### config.mk
export PLATFORM = sky130hd
export DESIGN_NAME = video_timing_gen
export DESIGN_NICKNAME = d
export VERILOG_FILES = /design/src/rtl/video_timing_gen.sv
export SDC_FILE = /design/constraint.sdc
export NUM_CORES = 1
export LEC_CHECK = 0
export CAP_MARGIN = 20
export CELL_PAD_IN_SITES_DETAIL_PLACEMENT = 1
export CELL_PAD_IN_SITES_GLOBAL_PLACEMENT = 1
export CORE_ASPECT_RATIO = 1.4
export CORE_MARGIN = 2
export CORE_UTILIZATION = 42
export DETAILED_ROUTE_END_ITERATION = 6
export GPL_TIMING_DRIVEN = 1
export PLACE_DENSITY_LB_ADDON = 0.1
export SYNTH_ARGS = -nofsm -noshare
export SYNTH_HDL_FRONTEND = slang
export SYNTH_SLANG_ARGS = --single-unit
### constraint.sdc
create_clock -name clk -period 4.55 [get_ports clk]
set_clock_uncertainty 0.2 [all_clocks]
set_input_delay 0.91 -clock clk [delete_from_list [all_inputs] [get_ports clk]]
set_output_delay 0.91 -clock clk [all_outputs]
set_load 0.05 [all_outputs]
### src/rtl/video_timing_gen.sv
// Raster timing generator: shadowed line/frame geometry, registered {VS,HS,DE}
// with active-pixel coordinates, frame counter and genlock counter preset.
module video_timing_gen #(
  parameter int HW  = 12,
  parameter int VW  = 11,
  parameter int FCW = 8
) (
  input  logic               clk,
  input  logic               rst_n,
  input  logic               en,
  input  logic [HW-1:0]      h_total,
  input  logic [HW-1:0]      h_sync,
  input  logic [HW-1:0]      h_start,
  input  logic [HW-1:0]      h_size,
  input  logic [VW-1:0]      v_total,
  input  logic [VW-1:0]      v_sync,
  input  logic [VW-1:0]      v_start,
  input  logic [VW-1:0]      v_size,
  input  logic               hs_pol,
  input  logic               vs_pol,
  input  logic               genlock,
  input  logic [HW+VW-1:0]   vs_reset,
  output logic [2:0]         synco,
  output logic [HW-1:0]      x,
  output logic [VW-1:0]      y,
  output logic [FCW-1:0]     frame_cnt,
  output logic               cfg_err
);

  typedef enum logic {IDLE, RUN} state_t;

  state_t         state_q, state_d;
  logic [HW-1:0]  hc_q, hc_d, vx_q, vx_d;
  logic [VW-1:0]  vc_q, vc_d, vy_q, vy_d;
  logic [HW-1:0]  ht_q, ht_d, hsy_q, hsy_d, hst_q, hst_d, hsz_q, hsz_d;
  logic [VW-1:0]  vt_q, vt_d, vsy_q, vsy_d, vst_q, vst_d, vsz_q, vsz_d;
  logic           hsp_q, hsp_d, vsp_q, vsp_d;
  logic [FCW-1:0] fc_q, fc_d;
  logic           err_q, err_d;
  logic           gl_q;
  logic [2:0]     synco_q, synco_d;

  logic           cfg_ok, h_end, v_end, gl_ok;
  logic           hs_act, vs_act, de;
  logic [HW-1:0]  gl_h;
  logic [VW-1:0]  gl_v;

  assign gl_h = vs_reset[HW-1:0];
  assign gl_v = vs_reset[HW+VW-1:HW];

  // Sums are widened by one bit so an oversized window cannot wrap into legality.
  assign cfg_ok = (h_total >= HW'(2)) && (v_total >= VW'(2)) &&
                  (h_sync <= h_start) && (v_sync <= v_start) &&
                  (h_size != '0) && (v_size != '0) &&
                  (({1'b0, h_start} + {1'b0, h_size}) <= {1'b0, h_total}) &&
                  (({1'b0, v_start} + {1'b0, v_size}) <= {1'b0, v_total});

  assign h_end = (hc_q == ht_q - 1'b1);
  assign v_end = (vc_q == vt_q - 1'b1);
  assign gl_ok = (state_q == RUN) && genlock && !gl_q && (gl_h < ht_q) && (gl_v < vt_q);

  assign hs_act = (hc_q < hsy_q);
  assign vs_act = (vc_q < vsy_q);
  assign de     = (state_q == RUN) &&
                  (hc_q >= hst_q) && ({1'b0, hc_q} < ({1'b0, hst_q} + {1'b0, hsz_q})) &&
                  (vc_q >= vst_q) && ({1'b0, vc_q} < ({1'b0, vst_q} + {1'b0, vsz_q}));

  always_comb begin
    state_d = state_q;
    hc_d  = hc_q;   vc_d  = vc_q;
    ht_d  = ht_q;   hsy_d = hsy_q;  hst_d = hst_q;  hsz_d = hsz_q;
    vt_d  = vt_q;   vsy_d = vsy_q;  vst_d = vst_q;  vsz_d = vsz_q;
    hsp_d = hsp_q;  vsp_d = vsp_q;
    fc_d  = fc_q;   err_d = err_q;

    unique case (state_q)
      IDLE: begin
        if (en) begin
          if (cfg_ok) begin
            ht_d  = h_total; hsy_d = h_sync; hst_d = h_start; hsz_d = h_size;
            vt_d  = v_total; vsy_d = v_sync; vst_d = v_start; vsz_d = v_size;
            hsp_d = hs_pol;  vsp_d = vs_pol;
            hc_d  = '0;      vc_d  = '0;
            err_d = 1'b0;
            state_d = RUN;
          end else begin
            err_d = 1'b1;
          end
        end
      end
      RUN: begin
        if (h_end) begin
          hc_d = '0;
          vc_d = v_end ? '0 : vc_q + 1'b1;
        end else begin
          hc_d = hc_q + 1'b1;
        end
        if (h_end && v_end) begin
          if (!gl_ok) fc_d = fc_q + 1'b1;
          if (en && cfg_ok) begin
            ht_d  = h_total; hsy_d = h_sync; hst_d = h_start; hsz_d = h_size;
            vt_d  = v_total; vsy_d = v_sync; vst_d = v_start; vsz_d = v_size;
            hsp_d = hs_pol;  vsp_d = vs_pol;
            err_d = 1'b0;
          end else begin
            if (en) err_d = 1'b1;
            state_d = IDLE;
          end
        end
        // A genlock preset overrides the wrap but not the reload/idle decision.
        if (gl_ok) begin
          hc_d = gl_h;
          vc_d = gl_v;
        end
      end
      default: state_d = IDLE;
    endcase
  end

  always_comb begin
    if (state_q == RUN) begin
      synco_d = {vs_act ~^ vsp_q, hs_act ~^ hsp_q, de};
    end else begin
      synco_d = {~vsp_q, ~hsp_q, 1'b0};
    end
    vx_d = de ? hc_q - hst_q : '0;
    vy_d = de ? vc_q - vst_q : '0;
  end

  always_ff @(posedge clk or negedge rst_n) begin
    if (!rst_n) begin
      state_q <= IDLE;
      hc_q  <= '0;  vc_q  <= '0;
      ht_q  <= '0;  hsy_q <= '0;  hst_q <= '0;  hsz_q <= '0;
      vt_q  <= '0;  vsy_q <= '0;  vst_q <= '0;  vsz_q <= '0;
      hsp_q <= 1'b1; vsp_q <= 1'b1;
      fc_q  <= '0;  err_q <= 1'b0;
      gl_q  <= 1'b0;
      synco_q <= 3'b000;
      vx_q  <= '0;  vy_q  <= '0;
    end else begin
      state_q <= state_d;
      hc_q  <= hc_d;  vc_q  <= vc_d;
      ht_q  <= ht_d;  hsy_q <= hsy_d; hst_q <= hst_d; hsz_q <= hsz_d;
      vt_q  <= vt_d;  vsy_q <= vsy_d; vst_q <= vst_d; vsz_q <= vsz_d;
      hsp_q <= hsp_d; vsp_q <= vsp_d;
      fc_q  <= fc_d;  err_q <= err_d;
      gl_q  <= genlock;
      synco_q <= synco_d;
      vx_q  <= vx_d;  vy_q  <= vy_d;
    end
  end

  assign synco     = synco_q;
  assign x         = vx_q;
  assign y         = vy_q;
  assign frame_cnt = fc_q;
  assign cfg_err   = err_q;

endmodule
# Yosys cells after proc, flatten, opt, wreduce, memory -nomap -nowiden
# Cells that the tools add are included.
# op_classes
magnitude_cmp	14
muxes	75
n_reduce_logical	25
n_addsub	11
n_bitwise	6
eq_ne	8
# op_table
operator	count
12-bit 2-to-1 mux	21
11-bit 2-to-1 mux	22
12-bit one-hot mux with 2 select lines	5
11-bit one-hot mux with 2 select lines	5
12-bit by 12-bit adder with 13-bit output	2
11-bit by 11-bit adder with 12-bit output	2
12-bit < comparator	2
11-bit < comparator	2
1-bit logical AND	17
1-bit 2-to-1 mux	17
13-bit by 12-bit less-or-equal comparator with 1-bit output	1
12-bit by 13-bit < comparator with 1-bit output	1
12-bit by 1-bit adder with 12-bit output (second input constant)	1
12-bit == test	1
12-bit >= comparator	1
12-bit by 2-bit >= comparator with 1-bit output (second input constant)	1
12-bit by 11-bit less-or-equal comparator with 1-bit output	1
12-bit less-or-equal comparator	1
11-bit by 12-bit < comparator with 1-bit output	1
12-bit nonzero test	1
12-bit by 1-bit subtractor with 12-bit output (second input constant)	1
12-bit subtractor	1
11-bit by 1-bit adder with 11-bit output (second input constant)	1
11-bit == test	1
other kinds (19)	30
# totals
output_inout_bits	35
input_bits	121
wordCells	158
reg_bits	154

# Longest topological paths before layout
# depth
word_depth	12
mapped_depth	22
ltp_nobuf	19

# Worst setup path after synthesis
# OpenSTA, ideal clock, no wires.
# synth_path
path_kind	input to register
from	input h_start[1]
to	register hsz_q[10]
setup_ps	127
cell_stages	21
setup_slack_ps	-495
n_path_buf	3
arrival_ps	4717
required_time_ps	4223
path_cell_list	ha_1 -> a21o_1 -> a21oi_1 -> o21bai_1 -> a31o_2 -> a21oi_1 -> o2111ai_1 -> a21oi_1 -> xnor2_1 -> ha_1 -> nand3_1 -> nor4_1 -> a21o_1 -> a31oi_1 -> nor4_1 -> nand3_1 -> and2b_1 -> buf_4 -> buf_6 -> buf_8 -> mux2_1
# synth_between
elab_chain_cells	10
word_cells_on_any_way	13
classes_between	add/sub: 1; order compare: 2; eq/ne: 2; reduce/logical: 8
# synth_lines
element	line	rtl
start, declared	13	input logic [HW-1:0] h_start,
branches (longest 5 deep; another with 12-bit by 12-bit adder with 13-bit output)	-	
1-bit logical AND *	54	(h_size != '0) && (v_size != '0) &&
1-bit logical AND *	55	(({1'b0, h_start} + {1'b0, h_size}) <= {1'b0, h_total}) &&
1-bit logical AND	100	if (en && cfg_ok) begin
2-bit by 1-bit != test with 1-bit output (no line)	-	
4-bit AND reduction (no line) *	-	
end signal, assigned	144	ht_q <= ht_d; hsy_q <= hsy_d; hst_q <= hst_d; hsz_q <= hsz_d;
end, declared	35	logic [HW-1:0] ht_q, ht_d, hsy_q, hsy_d, hst_q, hst_d, hsz_q, hsz_d;
# Every way passes the cells marked *.
# A chain may end at the register's enable or synchronous reset.

# Worst setup path in the final report
# layout_path
from	input h_start[1]
to	register vsz_q[0]
# layout_between
elab_chain_cells	10
word_cells_on_any_way	13
classes_between	add/sub: 1; order compare: 2; eq/ne: 2; reduce/logical: 8
# layout_lines
element	line	rtl
branches (longest 5 deep; another with 12-bit by 12-bit adder with 13-bit output)	-	
1-bit logical AND *	54	
1-bit logical AND *	55	
1-bit logical AND	100	
2-bit by 1-bit != test with 1-bit output (no line)	-	
4-bit AND reduction (no line) *	-	
end signal, assigned	145	vt_q <= vt_d; vsy_q <= vsy_d; vst_q <= vst_d; vsz_q <= vsz_d;
end, declared	36	logic [VW-1:0] vt_q, vt_d, vsy_q, vsy_d, vst_q, vst_d, vsz_q, vsz_d;
# Marks and branches as above.

==> run summary <==
cell taking the most area after synthesis: dfrtp_1
initial antenna violation count: 2
DR iter-0 viols: 482
CTS buffer count: 17
Crit. End Element: flop
pwr dens: 263 nW/um2
WL final: 45,400 um
Synth Flop Type: dfrtp_1
Clk Latency, worst-skew pair: 0.47 ns
VDD IR max: 0.249 mV
Post-synth ARST share: 1.00
Achievable Freq: 216 MHz
Post-Syn Area: 12,500 um2
warning count from the yosys run: 0
Slew HR: 0.479
Mapped Nets: 1,646
violated checks: negative setup slack
FF+latch count, synth: 154
Critical Path AT: 4.79 ns
Tmin final: 4.63 ns
number of synthesized flops with an enable pin: 0
vias in the first global route: 12.7k
I/O pins: 156
DP Worst Slack: -0.963 ns
Fin. Hold Viols: 0
Detailed Routing Iterations Pass 1: 4
dpl hpwl: 34,200 um
die extent in x: 150 um
CP max stage cell: and2b_4
Leak Pwr: 7.98 nW
Area contributors post-synth: dfrtp_1 30%, ha_1 18%, inv_1 4.8%
final worst path period share: 1.02
Root Driver: clkbuf_16
number of remaining DRC errors: 0
total power: 0.00449 W
Die H: 208 um
gr usage total: 0.287
FP Rows: 74
Worst Tran Pin Value: 0.781 ns
setup violators final: 61
largest net degree at the start of global routing: 74
Syn Area/Cell: 9.39 um2
total die area: 31,300 um2
Startpoint Class: input pin
Avg WL per Cell: 22.4 um
via count: 11.5k
fin nets: 1,942
worst hold path class: input pin to asynchronous set/reset pin
Clock Pin Slew Worst Setup and Hold Paths: 0.08 ns
CTS tree: built
critical-path cell list: buf_8 -> ha_4 -> a21o_1 -> a21oi_4 -> o21bai_4 -> a31o_4 -> a21oi_4 -> o2111ai_2 -> a21oi_2 -> xnor2_1 -> ha_1 -> nand3_2 -> nor4_2 -> a21o_1 -> a31oi_4 -> nor4_4 -> nand3_2 -> and2b_4 -> buf_6 -> clkbuf_16 -> mux2_4
final core utilization: 0.584
Synth Instances: 1,336
Area Growth Syn to Fin: 36.3%
maxcap violations: 0
IO buf count: 155
register area share after synthesis: 0.307
CP Max Fanout: 6
CTS Buffer Depth: 2
Core ar.: 29,300 um2
Final WS setup: -0.0825 ns
H-Tree Depth: 4
GP Congestion: 0.955
Max Slew Vio Count: 0
GRT Residual Overflow: 0
first-pass GRT wire length: 68,900 um
Starting Density: 0.429
outcome: complete, but fails checks
antenna-violating nets left: 0
CTS sink cnt: 154
Synth cell types: 74
RSZ-0062 raised after global routing: true
Crit. Startpoint: h_start[1]
layout cell share with drive strength beyond 1: 0.207
Critical R2R Launch: vst_q[0]
commonest cells after routing, fill and taps aside: 170 x ha_1, 157 x inv_1, 152 x dfrtp_1, 128 x clkdlybuf4s50_1, 111 x buf_4
share of the synthesized area in the top cell type: 0.303
most common cell after layout, fill and taps aside: ha_1
routed vias/inst: 5.70
critical path data required time: 4.71 ns
crit path kind: input pin to flop
Largest stage delay, worst path: 0.37 ns
[Yosys cell counts, types with 40 or more instances]
cell type and instances:
a21oi_1 70, dfrtp_1 152, ha_1 183, inv_1 160
mux2_2 45, mux2i_1 47, nand2_1 44, nand3_1 40
nor2_1 55, nor3_1 52, o21ai_0 48, xnor2_1 56
[layer usage]
layer,vias up,track usage,share of wire
met5,-,0,0.00026
met4,2,0.157,0.055
met3,91,0.0474,0.035
met2,249,0.510,0.52
met1,5759,0.321,0.39
li1,5444,-,-
[worst paths after layout]
kind                                end  slack (ns)  cells past startpoint
max in group asynchronous          y[4]        2.93                      2
setup / recovery               vsz_q[0]       -0.08                     21
setup reg to reg                   x[5]        0.27                     16
hold / removal             frame_cnt[6]        0.25                      1
hold reg to reg            frame_cnt[7]        0.27                      1
min in group clk           frame_cnt[7]        0.27                      1
[state kept, by name, summed over array words and instances, names as in the netlist, 3 cells and up]
signal,cells
hsy_q,12
y,11
hst_q,12
hsz_q,12
synco,3
vsy_q,11
frame_cnt,8
hc_q,12
ht_q,12
vsz_q,11
vst_q,11
x,12
vc_q,11
vt_q,11
[worst max-delay path, delay by kind of cell]
family | cells | cell delay, ns
AOI/OAI and AO/OA | 9 | 1.39
xor gates and xnor gates | 1 | 0.10
adders and majority gates | 2 | 0.55
buffers and inverters | 3 | 0.43
muxes | 1 | 0.30
and+or+nand+nor | 5 | 1.11
[what timing repair did]
action | in CTS | in global routing
setup buffers | 35 | 11
pin swaps | 42 | 55
gates resized for setup | 124 | 111
setup endpoints to repair | 114 | 131
hold buffers | 0 | 0
cloned | 3 | 6
[per-stage QoR]
step / area, um2 / cells / TNS, ns / hold slack [ns]
after detailed placement: 15300 / 1944 / -100.10 / 0.261
final: 17100 / 2026 / -2.46 / 0.246
after floorplan: 12600 / 1336 / -3.90 / 0.281
after CTS: 16600 / 2014 / -8.53 / 0.270
after global placement: 15300 / 1944 / -86.04 / 0.259
after global routing: 17100 / 2026 / -19.00 / 0.281
[area by class of cell]
cell class | count | area (um2)
Antenna cell | 1 | 2.50
Clock buffer | 17 | 425
Clock inverter | 15 | 171
Fill cell | 3276 | 12200
Inverter | 160 | 601
Multi-Input combinational cell | 992 | 8570
Sequential cell | 154 | 3860
Tap cell | 380 | 475
Timing Repair Buffer | 307 | 3000
[cells by family after synthesis]
family,share of synthesized area
flops,0.307
compound gates,0.153
fa+ha+maj,0.192
mux,0.0833
simple gates,0.142
xor+xnor,0.0594
buf+inv,0.0626
[power by group]
group | switching (W) | leakage (nW) | internal [W] | total (W)
sequential | 0.000178 | 1.87 | 0.00142 | 0.00159
combinational | 0.000738 | 5.82 | 0.000667 | 0.00141
clock | 0.000709 | 0.292 | 0.000786 | 0.00150
(Power assumes the default switching activity.)
